### src/rtl/packet_eval_pkg.sv
// Shared definitions for the packet evaluation block:
// register offsets, tuser field positions and packet FSM states.
package packet_eval_pkg;

  localparam logic [31:0] REG_CTRL     = 32'h00;
  localparam logic [31:0] REG_FWD_CNT  = 32'h04;
  localparam logic [31:0] REG_DROP_CNT = 32'h08;
  localparam logic [31:0] REG_DST_MAP  = 32'h10;

  localparam int CTRL_ENABLE = 0;
  localparam int CTRL_CLEAR  = 1;

  localparam int TU_LEN_LSB = 0;
  localparam int TU_SRC_LSB = 16;
  localparam int TU_DST_LSB = 24;

  typedef enum logic [1:0] {
    ST_IDLE,
    ST_FWD,
    ST_DROP,
    ST_BYPASS
  } pkt_state_e;

  // Index of the lowest set bit; 8 when no bit is set.
  function automatic logic [3:0] lowest_bit(input logic [7:0] v);
    lowest_bit = 4'd8;
    for (int i = 7; i >= 0; i--) begin
      if (v[i]) lowest_bit = 4'(i);
    end
  endfunction

endpackage

### src/rtl/packet_eval_regs.sv
// AXI-lite register slave: control, per-port destination map
// and saturating forward/drop counters.
module packet_eval_regs
  import packet_eval_pkg::*;
#(
  parameter int          C_S_AXI_DATA_WIDTH = 32,
  parameter int          C_S_AXI_ADDR_WIDTH = 32,
  parameter logic [31:0] C_BASEADDR         = 32'h7080_0000,
  parameter logic [31:0] C_HIGHADDR         = 32'h7080_ffff,
  parameter int          C_NUM_PORTS        = 8
) (
  input  logic                            clk,
  input  logic                            rst,
  input  logic [C_S_AXI_ADDR_WIDTH-1:0]   s_axi_awaddr,
  input  logic                            s_axi_awvalid,
  output logic                            s_axi_awready,
  input  logic [C_S_AXI_DATA_WIDTH-1:0]   s_axi_wdata,
  input  logic [C_S_AXI_DATA_WIDTH/8-1:0] s_axi_wstrb,
  input  logic                            s_axi_wvalid,
  output logic                            s_axi_wready,
  output logic [1:0]                      s_axi_bresp,
  output logic                            s_axi_bvalid,
  input  logic                            s_axi_bready,
  input  logic [C_S_AXI_ADDR_WIDTH-1:0]   s_axi_araddr,
  input  logic                            s_axi_arvalid,
  output logic                            s_axi_arready,
  output logic [C_S_AXI_DATA_WIDTH-1:0]   s_axi_rdata,
  output logic [1:0]                      s_axi_rresp,
  output logic                            s_axi_rvalid,
  input  logic                            s_axi_rready,
  input  logic                            fwd_inc,
  input  logic                            drop_inc,
  output logic                            enable,
  output logic [63:0]                     dst_flat
);

  logic [7:0]  dst_map [C_NUM_PORTS];
  logic [31:0] fwd_cnt;
  logic [31:0] drop_cnt;
  logic [31:0] wr_off;
  logic [31:0] rd_off;
  logic        wr_in;
  logic        rd_in;
  logic        wr_take;
  logic        wr_hs;
  logic        rd_hs;
  logic        wr_en;
  logic        clr;
  logic [C_S_AXI_DATA_WIDTH-1:0] rd_data;
  logic        unused_ok;

  function automatic logic in_range(input logic [31:0] a);
    return (a >= C_BASEADDR) && (a <= C_HIGHADDR);
  endfunction

  assign wr_off  = 32'(s_axi_awaddr) - C_BASEADDR;
  assign rd_off  = 32'(s_axi_araddr) - C_BASEADDR;
  assign wr_in   = in_range(32'(s_axi_awaddr));
  assign rd_in   = in_range(32'(s_axi_araddr));
  assign wr_take = !s_axi_awready && !s_axi_bvalid
                && s_axi_awvalid && s_axi_wvalid;
  assign wr_hs   = s_axi_awvalid && s_axi_awready
                && s_axi_wvalid && s_axi_wready;
  assign rd_hs   = s_axi_arvalid && s_axi_arready;
  assign wr_en   = wr_hs && wr_in && s_axi_wstrb[0];
  assign clr     = wr_en && (wr_off == REG_CTRL)
                && s_axi_wdata[CTRL_CLEAR];

  assign s_axi_bresp = 2'b00;
  assign s_axi_rresp = 2'b00;
  assign unused_ok   = ^{s_axi_wdata, s_axi_wstrb};

  always_comb begin
    rd_data = '0;
    if (rd_in) begin
      if (rd_off == REG_CTRL) rd_data[0] = enable;
      if (rd_off == REG_FWD_CNT) rd_data[31:0] = fwd_cnt;
      if (rd_off == REG_DROP_CNT) rd_data[31:0] = drop_cnt;
      for (int i = 0; i < C_NUM_PORTS; i++) begin
        if (rd_off == REG_DST_MAP + 32'(4 * i))
          rd_data[7:0] = dst_map[i];
      end
    end
  end

  always_comb begin
    dst_flat = '0;
    for (int i = 0; i < C_NUM_PORTS; i++)
      dst_flat[i*8 +: 8] = dst_map[i];
  end

  always_ff @(posedge clk) begin
    if (rst) begin
      s_axi_awready <= 1'b0;
      s_axi_wready  <= 1'b0;
      s_axi_bvalid  <= 1'b0;
      s_axi_arready <= 1'b0;
      s_axi_rvalid  <= 1'b0;
      s_axi_rdata   <= '0;
      enable        <= 1'b0;
      fwd_cnt       <= '0;
      drop_cnt      <= '0;
      for (int i = 0; i < C_NUM_PORTS; i++) dst_map[i] <= '0;
    end else begin
      s_axi_awready <= wr_take;
      s_axi_wready  <= wr_take;
      if (wr_hs) s_axi_bvalid <= 1'b1;
      else if (s_axi_bready) s_axi_bvalid <= 1'b0;
      s_axi_arready <= !s_axi_arready && !s_axi_rvalid
                    && s_axi_arvalid;
      if (rd_hs) begin
        s_axi_rvalid <= 1'b1;
        s_axi_rdata  <= rd_data;
      end else if (s_axi_rready) begin
        s_axi_rvalid <= 1'b0;
      end
      if (wr_en) begin
        if (wr_off == REG_CTRL) enable <= s_axi_wdata[CTRL_ENABLE];
        for (int i = 0; i < C_NUM_PORTS; i++) begin
          if (wr_off == REG_DST_MAP + 32'(4 * i))
            dst_map[i] <= s_axi_wdata[7:0];
        end
      end
      // CLEAR takes priority over a same-cycle increment
      if (clr) fwd_cnt <= '0;
      else if (fwd_inc && fwd_cnt != '1) fwd_cnt <= fwd_cnt + 32'd1;
      if (clr) drop_cnt <= '0;
      else if (drop_inc && drop_cnt != '1) drop_cnt <= drop_cnt + 32'd1;
    end
  end

endmodule

### src/rtl/packet_eval_output_mp.sv
// Packet evaluator: first-beat forward/drop/bypass decision,
// destination rewrite in tuser and a single registered output stage.
module packet_eval_output_mp
  import packet_eval_pkg::*;
#(
  parameter int          C_S_AXI_DATA_WIDTH = 32,
  parameter int          C_S_AXI_ADDR_WIDTH = 32,
  parameter logic [31:0] C_BASEADDR         = 32'h7080_0000,
  parameter logic [31:0] C_HIGHADDR         = 32'h7080_ffff,
  parameter int          C_AXIS_DATA_WIDTH  = 256,
  parameter int          C_AXIS_TUSER_WIDTH = 128,
  parameter int          C_NUM_PORTS        = 8
) (
  input  logic                            s_axi_aclk,
  input  logic                            s_axi_areset,
  input  logic [C_S_AXI_ADDR_WIDTH-1:0]   s_axi_awaddr,
  input  logic                            s_axi_awvalid,
  output logic                            s_axi_awready,
  input  logic [C_S_AXI_DATA_WIDTH-1:0]   s_axi_wdata,
  input  logic [C_S_AXI_DATA_WIDTH/8-1:0] s_axi_wstrb,
  input  logic                            s_axi_wvalid,
  output logic                            s_axi_wready,
  output logic [1:0]                      s_axi_bresp,
  output logic                            s_axi_bvalid,
  input  logic                            s_axi_bready,
  input  logic [C_S_AXI_ADDR_WIDTH-1:0]   s_axi_araddr,
  input  logic                            s_axi_arvalid,
  output logic                            s_axi_arready,
  output logic [C_S_AXI_DATA_WIDTH-1:0]   s_axi_rdata,
  output logic [1:0]                      s_axi_rresp,
  output logic                            s_axi_rvalid,
  input  logic                            s_axi_rready,
  input  logic [C_AXIS_DATA_WIDTH-1:0]    s_axis_tdata,
  input  logic [C_AXIS_DATA_WIDTH/8-1:0]  s_axis_tstrb,
  input  logic [C_AXIS_TUSER_WIDTH-1:0]   s_axis_tuser,
  input  logic                            s_axis_tvalid,
  output logic                            s_axis_tready,
  input  logic                            s_axis_tlast,
  output logic [C_AXIS_DATA_WIDTH-1:0]    m_axis_tdata,
  output logic [C_AXIS_DATA_WIDTH/8-1:0]  m_axis_tstrb,
  output logic [C_AXIS_TUSER_WIDTH-1:0]   m_axis_tuser,
  output logic                            m_axis_tvalid,
  input  logic                            m_axis_tready,
  output logic                            m_axis_tlast
);

  pkt_state_e state_q;
  pkt_state_e state_d;
  logic [7:0]  cur_dst;
  logic        enable;
  logic [63:0] dst_flat;
  logic        s_hs;
  logic [7:0]  src;
  logic [3:0]  idx;
  logic [7:0]  dst_sel;
  logic        first_drop;
  logic        pass;
  logic        fwd_inc;
  logic        drop_inc;
  logic [C_AXIS_TUSER_WIDTH-1:0] tuser_out;

  packet_eval_regs #(
    .C_S_AXI_DATA_WIDTH (C_S_AXI_DATA_WIDTH),
    .C_S_AXI_ADDR_WIDTH (C_S_AXI_ADDR_WIDTH),
    .C_BASEADDR         (C_BASEADDR),
    .C_HIGHADDR         (C_HIGHADDR),
    .C_NUM_PORTS        (C_NUM_PORTS)
  ) u_regs (
    .clk           (s_axi_aclk),
    .rst           (s_axi_areset),
    .s_axi_awaddr  (s_axi_awaddr),
    .s_axi_awvalid (s_axi_awvalid),
    .s_axi_awready (s_axi_awready),
    .s_axi_wdata   (s_axi_wdata),
    .s_axi_wstrb   (s_axi_wstrb),
    .s_axi_wvalid  (s_axi_wvalid),
    .s_axi_wready  (s_axi_wready),
    .s_axi_bresp   (s_axi_bresp),
    .s_axi_bvalid  (s_axi_bvalid),
    .s_axi_bready  (s_axi_bready),
    .s_axi_araddr  (s_axi_araddr),
    .s_axi_arvalid (s_axi_arvalid),
    .s_axi_arready (s_axi_arready),
    .s_axi_rdata   (s_axi_rdata),
    .s_axi_rresp   (s_axi_rresp),
    .s_axi_rvalid  (s_axi_rvalid),
    .s_axi_rready  (s_axi_rready),
    .fwd_inc       (fwd_inc),
    .drop_inc      (drop_inc),
    .enable        (enable),
    .dst_flat      (dst_flat)
  );

  assign s_axis_tready = !s_axi_areset
                      && (state_q == ST_DROP
                          || !m_axis_tvalid || m_axis_tready);
  assign s_hs = s_axis_tvalid && s_axis_tready;

  always_comb begin
    src        = s_axis_tuser[TU_SRC_LSB +: 8];
    idx        = lowest_bit(src);
    dst_sel    = dst_flat[{idx[2:0], 3'b000} +: 8];
    first_drop = (src == 8'h00) || (idx >= 4'(C_NUM_PORTS))
              || (dst_sel == 8'h00);
  end

  always_comb begin
    state_d   = state_q;
    pass      = 1'b0;
    fwd_inc   = 1'b0;
    drop_inc  = 1'b0;
    tuser_out = s_axis_tuser;
    unique case (state_q)
      ST_IDLE: begin
        if (s_hs) begin
          if (!enable) begin
            pass = 1'b1;
            if (!s_axis_tlast) state_d = ST_BYPASS;
          end else if (first_drop) begin
            drop_inc = 1'b1;
            if (!s_axis_tlast) state_d = ST_DROP;
          end else begin
            pass    = 1'b1;
            fwd_inc = s_axis_tlast;
            tuser_out[TU_DST_LSB +: 8] = dst_sel;
            if (!s_axis_tlast) state_d = ST_FWD;
          end
        end
      end
      ST_FWD: begin
        if (s_hs) begin
          pass    = 1'b1;
          fwd_inc = s_axis_tlast;
          tuser_out[TU_DST_LSB +: 8] = cur_dst;
          if (s_axis_tlast) state_d = ST_IDLE;
        end
      end
      ST_DROP: begin
        if (s_hs && s_axis_tlast) state_d = ST_IDLE;
      end
      ST_BYPASS: begin
        if (s_hs) begin
          pass = 1'b1;
          if (s_axis_tlast) state_d = ST_IDLE;
        end
      end
      default: state_d = ST_IDLE;
    endcase
  end

  always_ff @(posedge s_axi_aclk) begin
    if (s_axi_areset) begin
      state_q <= ST_IDLE;
      cur_dst <= '0;
    end else begin
      state_q <= state_d;
      if (state_q == ST_IDLE && s_hs) cur_dst <= dst_sel;
    end
  end

  // Output holds its contents whenever no new beat is loaded
  always_ff @(posedge s_axi_aclk) begin
    if (s_axi_areset) begin
      m_axis_tvalid <= 1'b0;
      m_axis_tdata  <= '0;
      m_axis_tstrb  <= '0;
      m_axis_tuser  <= '0;
      m_axis_tlast  <= 1'b0;
    end else if (pass) begin
      m_axis_tvalid <= 1'b1;
      m_axis_tdata  <= s_axis_tdata;
      m_axis_tstrb  <= s_axis_tstrb;
      m_axis_tuser  <= tuser_out;
      m_axis_tlast  <= s_axis_tlast;
    end else if (m_axis_tready) begin
      m_axis_tvalid <= 1'b0;
    end
  end

endmodule

### config.mk
export PLATFORM = sky130hd
export DESIGN_NAME = packet_eval_output_mp
export DESIGN_NICKNAME = d
export VERILOG_FILES = /design/src/rtl/packet_eval_pkg.sv /design/src/rtl/packet_eval_regs.sv /design/src/rtl/packet_eval_output_mp.sv
export SDC_FILE = /design/constraint.sdc
export NUM_CORES = 1
export LEC_CHECK = 0
export BUFFER_PORTS_ARGS = -buffer_cell sky130_fd_sc_hd__buf_4
export CAP_MARGIN = 5
export CORE_AREA = 2 2 382 384
export CTS_BUF_LIST = sky130_fd_sc_hd__clkbuf_16
export DETAILED_ROUTE_END_ITERATION = 10
export DIE_AREA = 0 0 384 386
export REMOVE_ABC_BUFFERS = 1
export SLEW_MARGIN = 20
export SYNTH_ARGS = -nofsm -noshare
export SYNTH_HDL_FRONTEND = slang
export SYNTH_SLANG_ARGS = --single-unit
### constraint.sdc
create_clock -name s_axi_aclk -period 4.32 [get_ports s_axi_aclk]
set_clock_uncertainty 0.1 [all_clocks]
set_input_delay 0.648 -clock s_axi_aclk [delete_from_list [all_inputs] [get_ports s_axi_aclk]]
set_output_delay 0.648 -clock s_axi_aclk [all_outputs]
set_load 0.02 [all_outputs]
# Word-level counts from Yosys, hierarchy flattened
# Memory sizes are Yosys's and may differ from the RTL's.
# Cells that the tools add are included.
# totals
reg_bits,529
ram_bits,64
inputBits,526
out_inout_bits,460
wordCells,202
memories,1
# mem_list
memory,depth,word_bits,rd,rd_clocked_by_memory_dff,write_ports,line,text
u_regs.dst_map,8,8,8,0,8,packet_eval_regs.sv:37,logic [7:0] dst_map [C_NUM_PORTS];
# classes
add_sub_neg,4
n_lt_le_gt_ge,5
n_eq_ne,28
shift,1
muxes,97
bitwise_logic,8
n_reduce_logical,43
# ops
cell,count
$eq 32x5->1 const B,8
$eq 32x6->1 const B,8
$mux 8,20
$mux 32,3
$add 32x1->32 const B,2
$ge 32x31->1 const B,2
$le 32x31->1 const B,2
$logic_not 32->1,2
$ne 32x32->1 const B,2
$shiftx 64x7->8,1
$sub 32x31->32 const B,2
$mux 1,53
$eq 32x3->1 const B,1
$eq 32x4->1 const B,1
$mux 4,8
$logic_and 1x1->1,21
$mux 2,9
$logic_not 8->1,2
$pmux 8 s2,1
$or 1x1->1,8
$logic_not 1->1,6
$ne 2x1->1 const B,3
$pmux 2 s3,1
$reduce_bool 2->1,3
10 further kinds,17

# Logic depth before layout (Yosys ltp)
# depth
depth_word,16
depth_mapped,17
depth_no_buf,12

# Hierarchy
# Synthesis repeated with hierarchy kept, for this count alone.
# unflattened
cells_unflattened,2842
area_unflattened_um2,23656.4
# modules_own_cells
mod,instances,cells_per_inst,area_per_inst_um2,seq_area_each_um2
packet_eval_output_mp,1,2003,15687.5,8568.2
packet_eval_regs,1,839,7968.9,3943.8

# Worst setup path before layout
# OpenSTA, ideal clock, no wires.
# synth_path
path_type,input port to flip-flop
start,in s_axis_tuser[18]
end,reg m_axis_tuser[27]
setup_time_ns,0.132
arrival_time_ns,3.239
required_time_ns,4.088
slack_ns,0.849
stages,11
path_buffers,2
cell_sequence,or4b_1 > a21oi_2 > buf_6 > a32oi_1 > o2111a_1 > o22a_1 > a2111oi_0 > buf_2 > mux2_1 > a211oi_1 > nor3_1
# synth_between
elab_chain_len,10
elab_cells_between_ends,17
classes_between,1 x order compare; 1 x shift; 11 x mux; 4 x reduce/logical
# synth_lines
item,line,text
"start, declared",packet_eval_output_mp.sv:35,"input logic [C_AXIS_TUSER_WIDTH-1:0] s_axis_tuser,"
$mux 4 (3 in series),packet_eval_pkg.sv:28,if (v[i]) lowest_bit = 4'(i);
$shiftx 64x7->8 / $ge 4x4->1 (equally long branches),"packet_eval_output_mp.sv:102, packet_eval_output_mp.sv:103",
$logic_not 8->1 / $logic_or 1x1->1 (equally long branches),"packet_eval_output_mp.sv:104, packet_eval_output_mp.sv:103",
$logic_or 1x1->1,packet_eval_output_mp.sv:104,|| (dst_sel == 8'h00);
$mux 8 / $mux 1 (equally long branches),packet_eval_output_mp.sv:119,end else if (first_drop) begin
$mux 8 / $mux 1 (equally long branches),packet_eval_output_mp.sv:116,if (!enable) begin
$mux 8 / $mux 1 (equally long branches),packet_eval_output_mp.sv:115,if (s_hs) begin
$pmux 8 s2 / $pmux 1 s2 (equally long branches),packet_eval_output_mp.sv:113,unique case (state_q)
"end signal, assigned",packet_eval_output_mp.sv:173,m_axis_tuser <= tuser_out;
"end, declared",packet_eval_output_mp.sv:41,"output logic [C_AXIS_TUSER_WIDTH-1:0] m_axis_tuser,"
# Several ways; a longest one is shown, not always the timed one.
# A chain may end at the register's enable or synchronous reset.

# Worst setup path in the final report
# layout_path
start,in s_axis_tuser[19]
end,reg m_axis_tuser[101]
# layout_between
elab_chain_len,11
elab_cells_between_ends,14
classes_between,1 x order compare; 1 x shift; 8 x mux; 4 x reduce/logical
# layout_lines
item,line
$mux 4 (4 in series),packet_eval_pkg.sv:28
$shiftx 64x7->8 / $ge 4x4->1 (equally long branches),"packet_eval_output_mp.sv:102, packet_eval_output_mp.sv:103"
$logic_not 8->1 / $logic_or 1x1->1 (equally long branches),"packet_eval_output_mp.sv:104, packet_eval_output_mp.sv:103"
$logic_or 1x1->1 (*),packet_eval_output_mp.sv:104
$mux 1 (*),packet_eval_output_mp.sv:119
$mux 1 (*),packet_eval_output_mp.sv:116
$mux 1 (*),packet_eval_output_mp.sv:115
$pmux 1 s2 (*),packet_eval_output_mp.sv:113
# Mark *: on every way between the ends. The rest lies on a longest branch, timed or not.

==> run_results.csv <==
group,metric,value,unit
power_and_ir_drop,power_density,392,nW/µm²
cts,root_buffer,"clkbuf_16",
synthesis,ys_seq_elements,593,
routing,drtPass1Iterations,6,
timing,slew_violations,0,
timing,rsz0062_at_grt,"no",
timing,worst_slew_pin_slew,1100,ps
cts,cts_max_level,3,
critical_path,path_cells,"buf_4 > nor2b_1 > o21bai_1 > buf_4 > a21boi_0 > o21ai_0 > a32oi_2 > nor4_4 > a21oi_1 > buf_4 > o21ai_4 > buf_12 > buf_12 > nand2_1 > a21oi_1",
floorplan,num_rows,140,
global_routing,grt_start_max_net_pins,169,
critical_path,crit_family,"compound AO/OA/AOI/OAI gates",
timing,hold_violations,0,
place,dp_cells,5673,
floorplan,dieArea,148000,µm²
layout,drive_gt1_share,30.9,%
timing,hold_slack,121,ps
critical_path,cp.arrival,4070,ps
place,place_area,33600,µm²
floorplan,dieHeight,386,µm
routing,drtAntennaViolNets,0,
global_routing,grt_remaining_overflow,0,
cts,cts.clk_slew.worst_paths,60,ps
routing,avgRoutedWirePerCell,24.6,µm
layout,area_growth_syn_to_layout,51.4,%
routing,routed_wirelength,143000,µm
min_path,hp-class,"in2reg",
timing,max_freq,277,MHz
routing,drc,0,
cts,cts.sinks,593,
critical_path,cp_slowest_cell,"o21bai_1",
routing,drt_iter0_drc,2039,
synthesis,synth_ff_type,"dfxtp_1",
global_routing,grt_first_pass_wirelength,188000,µm
cts,clkLatencyLatePin,660,ps
global_routing,grt.total_usage,18.2,%
critical_path,cp-end-kind,"flop",
floorplan,die-width,384,µm
critical_path,max_stage_delay,560,ps
cts,post_cts_resized,0,
synthesis,synth_async_sr_flop_share,0,%
timing,setup_ws,710,ps
critical_path,cpMostUsedCell,"buf_4",
cts,cts_tree,"done",
critical_path,cp-start-kind,"primary input",
timing,timing.final.crit_share,83.6,%
cts,hold_buffers,0,
place,place_ws,49.5,ps
floorplan,core,145000,µm²
cts,cts_buffers,73,
cts,cts_buffer_depth,3,
place,place.gp.congestion,0.937,
layout,fin_nets,4361,
routing,vias,25373,
synthesis,netlist_area,23800,µm²
critical_path,critPathBufInv,5,
place,dpl.hpwl,118000,µm
critical_path,critPathKind,"in2reg",
critical_path,cp_max_fo,43,
global_routing,antenna_found_initial,101,
floorplan,boundaryPins,986,
critical_path,required,4780,ps
synthesis,syn_area_per_cell,8.22,µm²
synthesis,seq_area_frac_synth,52.6,%
layout,stdcell_count,5825,
timing,period_needed,3610,ps
routing,via_per_inst,4.36,
synthesis,synth-edff-count,64,
synthesis,yosys_warnings,0,
layout,postLayoutCellArea,36000,µm²
synthesis,postSynthCellCount,2891,
timing,final-setup-viol-count,0,
synthesis,synth_cell_type_count,84,
floorplan,start_util,16.5,%
status,status,"completed",
timing,slew_headroom,26.7,%
place,portBuffers,954,
power_and_ir_drop,p_leak,14.5,nW
global_routing,grt_pass1_vias,23385,
power_and_ir_drop,peakVddDrop,0.311,mV
cts,post_cts_buffers,0,
run,maxCapViolCount,0,
==> path summary, 6_finish.rpt <==
path,startpoint,end,slack (ps),cells past startpoint
max,s_axis_tuser[19],m_axis_tuser[101],710,15
min,s_axis_tdata[121],m_axis_tdata[121],120,3
max reg2reg,u_regs.fwd_cnt[16],u_regs.fwd_cnt[25],1070,10
min reg2reg,m_axis_tdata[75],m_axis_tdata[75],350,2
==> cells by family (layout without fill, tap and decap cells) <==
logic type | after synthesis | in the layout | share of synthesized area, %
simple gates | 1296 | 1296 | 23.3
compound gates | 732 | 732 | 18.2
flops | 593 | 593 | 52.6
buf+inv | 233 | 1223 | 4.35
mux | 20 | 20 | 0.868
xor+xnor | 12 | 12 | 0.442
fa+ha+maj | 4 | 4 | 0.211
other cells | 1 | 28 | 0.0158
==> layout by cell type (no fill, tap or decap), types with 16 or more instances in the layout <==
cell	synthesis	routed
nand2b_1	23	23
or3_1	31	31
diode_2	0	24
a22oi_1	31	31
o21ai_0	59	59
nand2_1	909	909
inv_1	26	39
clkbuf_16	0	75
a21oi_1	479	479
a22o_1	28	28
nand3_1	44	44
buf_4	9	1042
buf_12	0	24
edfxtp_1	64	64
and3_1	19	19
a211oi_1	25	25
nor3_1	26	23
nor4_1	19	19
nor2_1	131	131
dfxtp_1	529	529
or4_1	16	16
==> report_power, final <==
group	switching (W)	internal [W]
clock	0.00262	0.00351
sequential	0.000153	0.00581
combinational	0.00118	0.000824
total	0.00395	0.0101
==> per-layer routing <==
metal / GRT usage [%] / part of all wire, %
met1: 21.6 / 39
met2: 27.7 / 44
met3: 9.93 / 13
met4: 6.52 / 3.5
met5: 0 / 0.092
==> worst min-delay path: stages <==
cell	delay (ps)
buf_4	110
nand2_1	40
a21oi_1	50
==> synth_stat cells (all sizes together) (7+ instances only) <==
library cell  instances  area, µm²
nor4b                 9       78.8
xnor2                 9       78.8
o31ai                15        113
dfxtp               529      10600
nor2b                15       93.8
a21oi               480       2410
and3                 19        119
nor3b                 7       57.6
clkbuf              101        379
inv                  28        105
mux2i                15        150
o211ai                7       52.6
a221oi               15        131
a21o                 10       75.1
or4                  16        120
nand2b               24        158
a22o                 28        245
edfxtp               64       1920
nand3                44        220
nand2               909       3410
or3                  31        194
buf                 104        549
nand3b                7       52.6
nand4                14       87.6
o21ai                63        327
nor3                 28        150
a22oi                31        233
and2                  8       50.1
nor2                133        504
nor4                 20        140
a211oi               26        208
==> cell type report <==
class	count	area, µm²
antenna	24	60.1
fill	15847	109000
clock buffer	75	1880
sequential	593	12500
inverter	28	105
clock inverter	53	450
timing repair buffer	1067	8320
tap	1917	2400
multi-input combinational	2068	10300
==> registers in the layout, indices dropped and copies added, names as in the netlist, 2 cells and up <==
signal              cells
m_axis_tstrb           32
u_regs.dst_map         64
m_axis_tdata          256
m_axis_tuser          128
u_regs.fwd_cnt         32
u_regs.drop_cnt        32
state_q                 2
u_regs.s_axi_rdata     32
cur_dst                 8
==> through the flow <==
step                util, %  total power, W  TNS [ps]
finish                 24.9          0.0141         0
global route           24.9          0.0146         0
CTS                    24.9          0.0143         0
detailed placement     23.3         0.00808         0
global placement       23.3         0.00806         0
floorplan                 -         0.00686  -2551370
(Power assumes the default switching activity.)
